$ cat config.mk
export PLATFORM = sky130hd
export DESIGN_NAME = iommu_reg_ctrl
export DESIGN_NICKNAME = d
export VERILOG_FILES = /design/src/rtl/iommu_reg_ctrl_pkg.sv /design/src/rtl/iommu_reg_decode.sv /design/src/rtl/iommu_reg_ctrl.sv
export SDC_FILE = /design/constraint.sdc
export NUM_CORES = 1
export LEC_CHECK = 0
export CAP_MARGIN = 25
export CORE_AREA = 2 2 255 257
export CTS_CLUSTER_DIAMETER = 200
export DETAILED_ROUTE_END_ITERATION = 16
export DIE_AREA = 0 0 257 259
export GPL_ROUTABILITY_DRIVEN = 0
export HOLD_SLACK_MARGIN = 0.06
export PLACE_DENSITY_LB_ADDON = 0.3
export SETUP_SLACK_MARGIN = 0.1
export SLEW_MARGIN = 20
export SYNTH_ARGS = -nofsm -noshare
export SYNTH_HDL_FRONTEND = slang
export SYNTH_SLANG_ARGS = --single-unit
$ cat constraint.sdc
create_clock -name clk_i -period 4.7 [get_ports clk_i]
set_input_delay 0.94 -clock clk_i [delete_from_list [all_inputs] [get_ports clk_i]]
set_output_delay 0.94 -clock clk_i [all_outputs]
set_load 0.02 [all_outputs]
$ cat src/rtl/iommu_reg_ctrl_pkg.sv
// Shared types and helpers for the IOMMU register-bus front end and the
// HW-side register map.
package iommu_reg_ctrl_pkg;

  typedef enum logic [1:0] {
    IDLE   = 2'd0,
    ACCESS = 2'd1,
    RESP   = 2'd2
  } state_e;

  localparam int unsigned REG_BYTES = 4;
  localparam int unsigned REG_WIDTH = 8 * REG_BYTES;
  localparam int unsigned OFFS_WIDTH = $clog2(REG_BYTES);

  // Bytes whose strobe is clear keep the current field contents.
  function automatic logic [REG_WIDTH-1:0] merge_strb(
    input logic [REG_WIDTH-1:0] wdata,
    input logic [REG_BYTES-1:0] wstrb,
    input logic [REG_WIDTH-1:0] qs
  );
    logic [REG_WIDTH-1:0] res;
    res = '0;
    for (int b = 0; b < REG_BYTES; b++) begin
      res[8*b +: 8] = wstrb[b] ? wdata[8*b +: 8] : qs[8*b +: 8];
    end
    return res;
  endfunction

endpackage

$ cat src/rtl/iommu_reg_decode.sv
// Combinational address decoder: byte address -> one-hot slot select, slot
// index and decode error. Shared with the HW-side register map.
module iommu_reg_decode
  import iommu_reg_ctrl_pkg::*;
#(
  parameter int unsigned ADDR_WIDTH = 12,
  parameter int unsigned N_FIELDS   = 16,
  parameter int unsigned IDX_WIDTH  = (N_FIELDS > 1) ? $clog2(N_FIELDS) : 1
) (
  input  logic [ADDR_WIDTH-1:0] addr_i,
  output logic [N_FIELDS-1:0]   sel_o,
  output logic [IDX_WIDTH-1:0]  index_o,
  output logic                  err_o
);

  localparam int unsigned WORD_WIDTH = ADDR_WIDTH - OFFS_WIDTH;

  logic [WORD_WIDTH-1:0] word;
  logic                  misaligned;
  logic                  out_of_range;

  assign word         = addr_i[ADDR_WIDTH-1:OFFS_WIDTH];
  assign misaligned   = |addr_i[OFFS_WIDTH-1:0];
  assign out_of_range = (32'(word) >= 32'(N_FIELDS));
  assign err_o        = misaligned | out_of_range;
  assign index_o      = word[IDX_WIDTH-1:0];

  // Compare the full word so out-of-range addresses never alias onto a slot.
  always_comb begin
    sel_o = '0;
    for (int k = 0; k < N_FIELDS; k++) begin
      if (!err_o && (32'(word) == 32'(k))) begin
        sel_o[k] = 1'b1;
      end
    end
  end

endmodule

$ cat src/rtl/iommu_reg_ctrl.sv
// SW register-bus front end: one outstanding valid/ready request, decoded to a
// single field slot, with a one-cycle write/read pulse and a registered response.
module iommu_reg_ctrl
  import iommu_reg_ctrl_pkg::*;
#(
  parameter int unsigned          ADDR_WIDTH    = 12,
  parameter int unsigned          DATA_WIDTH    = 32,
  parameter int unsigned          N_FIELDS      = 16,
  parameter logic [N_FIELDS-1:0]  RD_PULSE_MASK = '0
) (
  input  logic                           clk_i,
  input  logic                           rst_ni,

  input  logic                           req_valid_i,
  output logic                           req_ready_o,
  input  logic [ADDR_WIDTH-1:0]          req_addr_i,
  input  logic                           req_write_i,
  input  logic [DATA_WIDTH-1:0]          req_wdata_i,
  input  logic [DATA_WIDTH/8-1:0]        req_wstrb_i,

  output logic                           rsp_valid_o,
  input  logic                           rsp_ready_i,
  output logic [DATA_WIDTH-1:0]          rsp_rdata_o,
  output logic                           rsp_error_o,

  output logic [N_FIELDS-1:0]            field_we_o,
  output logic [N_FIELDS-1:0]            field_re_o,
  output logic [DATA_WIDTH-1:0]          field_wd_o,
  input  logic [N_FIELDS*DATA_WIDTH-1:0] field_qs_i
);

  localparam int unsigned IDX_WIDTH = (N_FIELDS > 1) ? $clog2(N_FIELDS) : 1;
  localparam int unsigned STRB_WIDTH = DATA_WIDTH / 8;

  state_e                  state_q, state_d;

  logic [ADDR_WIDTH-1:0]   addr_q;
  logic                    write_q;
  logic [DATA_WIDTH-1:0]   wdata_q;
  logic [STRB_WIDTH-1:0]   wstrb_q;
  logic [DATA_WIDTH-1:0]   rdata_q, rdata_d;
  logic                    error_q, error_d;

  logic                    req_hs;
  logic                    rsp_hs;

  logic [N_FIELDS-1:0]     dec_sel;
  logic [IDX_WIDTH-1:0]    dec_index;
  logic                    dec_err;

  logic [DATA_WIDTH-1:0]   qs_slot [N_FIELDS];
  logic [DATA_WIDTH-1:0]   qs_sel;
  logic                    do_write;
  logic                    do_read;

  iommu_reg_decode #(
    .ADDR_WIDTH (ADDR_WIDTH),
    .N_FIELDS   (N_FIELDS),
    .IDX_WIDTH  (IDX_WIDTH)
  ) u_decode (
    .addr_i  (addr_q),
    .sel_o   (dec_sel),
    .index_o (dec_index),
    .err_o   (dec_err)
  );

  for (genvar k = 0; k < N_FIELDS; k++) begin : g_qs_slot
    assign qs_slot[k] = field_qs_i[k*DATA_WIDTH +: DATA_WIDTH];
  end

  assign qs_sel   = qs_slot[dec_index];
  assign req_hs   = (state_q == IDLE) && req_valid_i;
  assign rsp_hs   = (state_q == RESP) && rsp_ready_i;
  assign do_write = (state_q == ACCESS) && write_q && !dec_err;
  assign do_read  = (state_q == ACCESS) && !write_q && !dec_err;

  always_ff @(posedge clk_i or negedge rst_ni) begin
    if (!rst_ni) begin
      state_q <= IDLE;
    end else begin
      state_q <= state_d;
    end
  end

  always_comb begin
    state_d = state_q;
    unique case (state_q)
      IDLE:    if (req_valid_i) state_d = ACCESS;
      ACCESS:  state_d = RESP;
      RESP:    if (rsp_ready_i) state_d = IDLE;
      default: state_d = IDLE;
    endcase
  end

  always_comb begin
    req_ready_o = (state_q == IDLE);
    rsp_valid_o = (state_q == RESP);
    field_we_o  = '0;
    field_re_o  = '0;
    field_wd_o  = '0;
    if (do_write) begin
      field_wd_o = merge_strb(wdata_q, wstrb_q, qs_sel);
      if (|wstrb_q) begin
        field_we_o = dec_sel;
      end
    end
    if (do_read) begin
      field_re_o = dec_sel & RD_PULSE_MASK;
    end
  end

  // Read data is the pre-update qs, captured while the pulse is in flight.
  always_comb begin
    rdata_d = rdata_q;
    error_d = error_q;
    if (state_q == ACCESS) begin
      rdata_d = do_read ? qs_sel : '0;
      error_d = dec_err;
    end else if (rsp_hs) begin
      rdata_d = '0;
      error_d = 1'b0;
    end
  end

  always_ff @(posedge clk_i or negedge rst_ni) begin
    if (!rst_ni) begin
      addr_q  <= '0;
      write_q <= 1'b0;
      wdata_q <= '0;
      wstrb_q <= '0;
      rdata_q <= '0;
      error_q <= 1'b0;
    end else begin
      if (req_hs) begin
        addr_q  <= req_addr_i;
        write_q <= req_write_i;
        wdata_q <= req_wdata_i;
        wstrb_q <= req_wstrb_i;
      end
      rdata_q <= rdata_d;
      error_q <= error_d;
    end
  end

  assign rsp_rdata_o = rdata_q;
  assign rsp_error_o = error_q;

endmodule

==> out/qor.yml <==
grt:
  number_of_antenna_violations_at_the_first_check_in_global_routing: 8
  use_met1: 0.194
  groute.layer.met3.usage: 0.0388
  number_of_global_route_vias_before_repair: 9412
  grt.overflow.total: 0
  grt_max_degree: 51
  globalRouteTotalUtil: 0.149
  grt.met2_usage: 0.241
  first_pass_grt_wire_length_um: 70200
  layer_with_the_highest_usage_after_global_routing: "met2"
floorplanning:
  io_pins: 664
  initial_core_util: 0.129
  die_h_um: 259
  core_um2: 63900
  core.rowCount: 93
  die_area_um2: 66600
  die_width_um: 257
cells_and_area:
  drive_gt1_frac: 0.227
  final_nets: 1866
  layoutNonFillerInstCount: 2168
  area_delta_synth_final_pct: 95.1
place:
  placement.io_buffers: 647
  numPlacedInstances: 2145
  dp.final_hpwl_um: 43000
setup_path:
  reg2reg_from: "addr_q[7]$_DFFE_PN0P_"
  endpoint_arrival_time_on_the_critical_path_ns: 3.59
  flop2flop_setup_slack_ns: 1.81
  critical_path.startpoint_type: "primary input"
  crit_end: "field_wd_o[15]"
  critical_path_peak_fanout: 2
  worst-setup-path-type: "in -> out"
  cp_slowest_cell: "clkdlybuf4s50_1"
  cell_class_contributing_the_biggest_share_of_worst_path_delay: "buffers and inverters"
  critPathMostFrequentCell: "clkdlybuf4s50_1"
  critical_path_cell_count: 7
  slowest_delay_ns: 0.57
  crit_buf_inv: 3
  timing.critical_path.cells: "clkdlybuf4s50_1 -> mux4_2 -> mux2_2 -> o22ai_1 -> buf_4 -> nor3_1 -> clkdlybuf4s50_1"
  worstReg2RegEnd: "rsp_rdata_o[2]$_DFFE_PN0P_"
  timing.critical_path.to_type: "output pin"
  r2r.worst_path.cells: 6
  crit_path_start: "field_qs_i[79]"
  critical_path_required_ns: 3.76
detailed_routing:
  drt_iter0_drc: 407
  route.detailed.drc: 0
  ant_nets: 0
  number_of_iterations_in_the_first_detailed_routing_pass: 4
  total_via_count_after_detailed_routing: 8741
  postRouteWirelength_um: 51500
  vias_per_cell: 4.03
  detail_route.wl_per_cell_um: 23.8
clock_network:
  clk_pin_slew_ns: 0.07
  clockRootBuffer: "clkbuf_16"
  clockBufferDepth: 2
  post-cts-setup-buffer-count: 0
  quantity_of_hold_fixing_buffers_added_after_cts: 0
  cts_max_level: 3
  resize_count_post_cts: 0
  cts_tree: "done"
  clock_sink_count: 84
  clk_latency_ns: 0.39
  cts_made_buffers: 9
yosys:
  synth-seq-area-share: 0.255
  synthesis.instances: 673
  synth-edff-count: 0
  synth_cell_types: 37
  synth-warning-count: 0
  syn_area_um2: 8250
  cell_type_with_the_largest_total_area_after_synthesis: "mux4_2"
  synth.ff_latch_count: 84
  synth_top_cells_by_area: "mux4_2 (34%), dfrtp_1 (25%), mux2_2 (13%)"
  synth_commonest_cells: "mux4_2 (126), mux2_2 (98), dfrtp_1 (84)"
  post-synth-top-count-cell: "mux4_2"
  synthFlopType: "dfrtp_1"
  synth.avg_cell_area_um2: 12.3
  synth_async_sr_flop_share: 1.00
  synth.top_cell.area_share: 0.344
power_and_ir_drop:
  leakagePower_uw: 0.00590
  power_density_nw_per_um2: 440
  peakVddDrop_mv: 0.312
sta:
  timing.final.crit_period_ns: 4.53
  worst_clock_skew_ns: 0.0143
  fin_crit_sh: 0.965
  timing.final.hold_violations: 0
  timing.slew.headroom: 0.278
  grt_setup_unrepaired: "no"
  worst_slew_pin_slew_ns: 1.08
  setup-tns-final_ns: 0
  setup_violations: 0
  fmax_mhz: 221
  drv_slew: 0
outcome:
  run_status: "finished, final reports clean"
hold_path:
  worstHoldPathType: "in -> async"
job:
  maxCapViolCount: 0
kinds of logic (layout without fill, tap and decap cells):
family	count (synthesis)	in the layout	share of synthesized area
muxes	241	241	0.502
and+or+nand+nor	179	179	0.108
buffers and inverters	86	704	0.0637
DFF	84	84	0.255
AOI/OAI and AO/OA	82	82	0.0705
other	1	23	0.000455
registers in the layout, indices dropped and copies added, names as in the netlist:
register / flops
wstrb_q: 4
addr_q: 12
state_q: 2
rsp_rdata_o: 32
wdata_q: 32
write_q: 1
rsp_error_o: 1
per-stage QoR:
stage / utilization / area (um2) / hold WS [ns] / power [uW] / setup slack [ns]
finish: 0.252 / 16100 / 0.420 / 7080 / 0.167
global route: 0.252 / 16100 / 0.422 / 7570 / 0.103
CTS: 0.252 / 16100 / 0.407 / 7250 / 0.180
detailed placement: 0.246 / 15700 / 0.457 / 6350 / 0.255
global placement: 0.246 / 15700 / 0.453 / 6320 / 0.230
floorplan: - / 8310 / 0.481 / 4320 / 1.68
metal layers:
layer  wire (um)  share of wire
met5           0              0
met4         986          0.019
met3        3420          0.066
met2       24700           0.48
met1       22400           0.43
how the worst min path moves through the flow:
| stage | end | depth (start not counted) |
|---|---|---|
| finish | wstrb_q[0]$_DFFE_PN0P_ | 1 |
| global route | wstrb_q[0]$_DFFE_PN0P_ | 1 |
| CTS | wstrb_q[0]$_DFFE_PN0P_ | 1 |
| detailed placement | rsp_rdata_o[28]$_DFFE_PN0P_ | 2 |
| global placement | rsp_rdata_o[19]$_DFFE_PN0P_ | 2 |
| floorplan | wdata_q[12]$_DFFE_PN0P_ | 1 |
report_power, final:
| group | switching, uW | internal, uW |
|---|---|---|
| combinational | 2230 | 2590 |
| sequential | 446 | 959 |
| clock | 373 | 486 |
| total | 3050 | 4030 |
cells in the final DEF, fill, tap and decap left out, drive strengths merged, types with 4 or more instances in the layout:
cell type / Yosys / routed
clkdlybuf4s50: 0 / 646
mux4: 128 / 128
mux2: 98 / 98
dfrtp: 84 / 84
nand2: 69 / 69
buf: 62 / 41
a22oi: 32 / 32
nor3: 24 / 24
nor2: 23 / 23
nand2b: 23 / 23
nor2b: 19 / 19
o22ai: 17 / 17
conb: 1 / 16
a21oi: 16 / 16
mux2i: 15 / 15
a211o: 15 / 15
clkbuf: 23 / 10
diode: 0 / 7
nor4: 6 / 6
and3: 4 / 4
or2: 4 / 4
cell type report:
type | count | area [um2]
Clock inverter | 6 | 93.8
Sequential cell | 84 | 2110
Multi-Input combinational cell | 518 | 5700
Antenna cell | 7 | 17.5
Timing Repair Buffer | 687 | 6860
Inverter | 1 | 3.75
Tap cell | 855 | 1070
Clock buffer | 10 | 239
Fill cell | 6744 | 47800
Power figures use the tool's default switching activity.
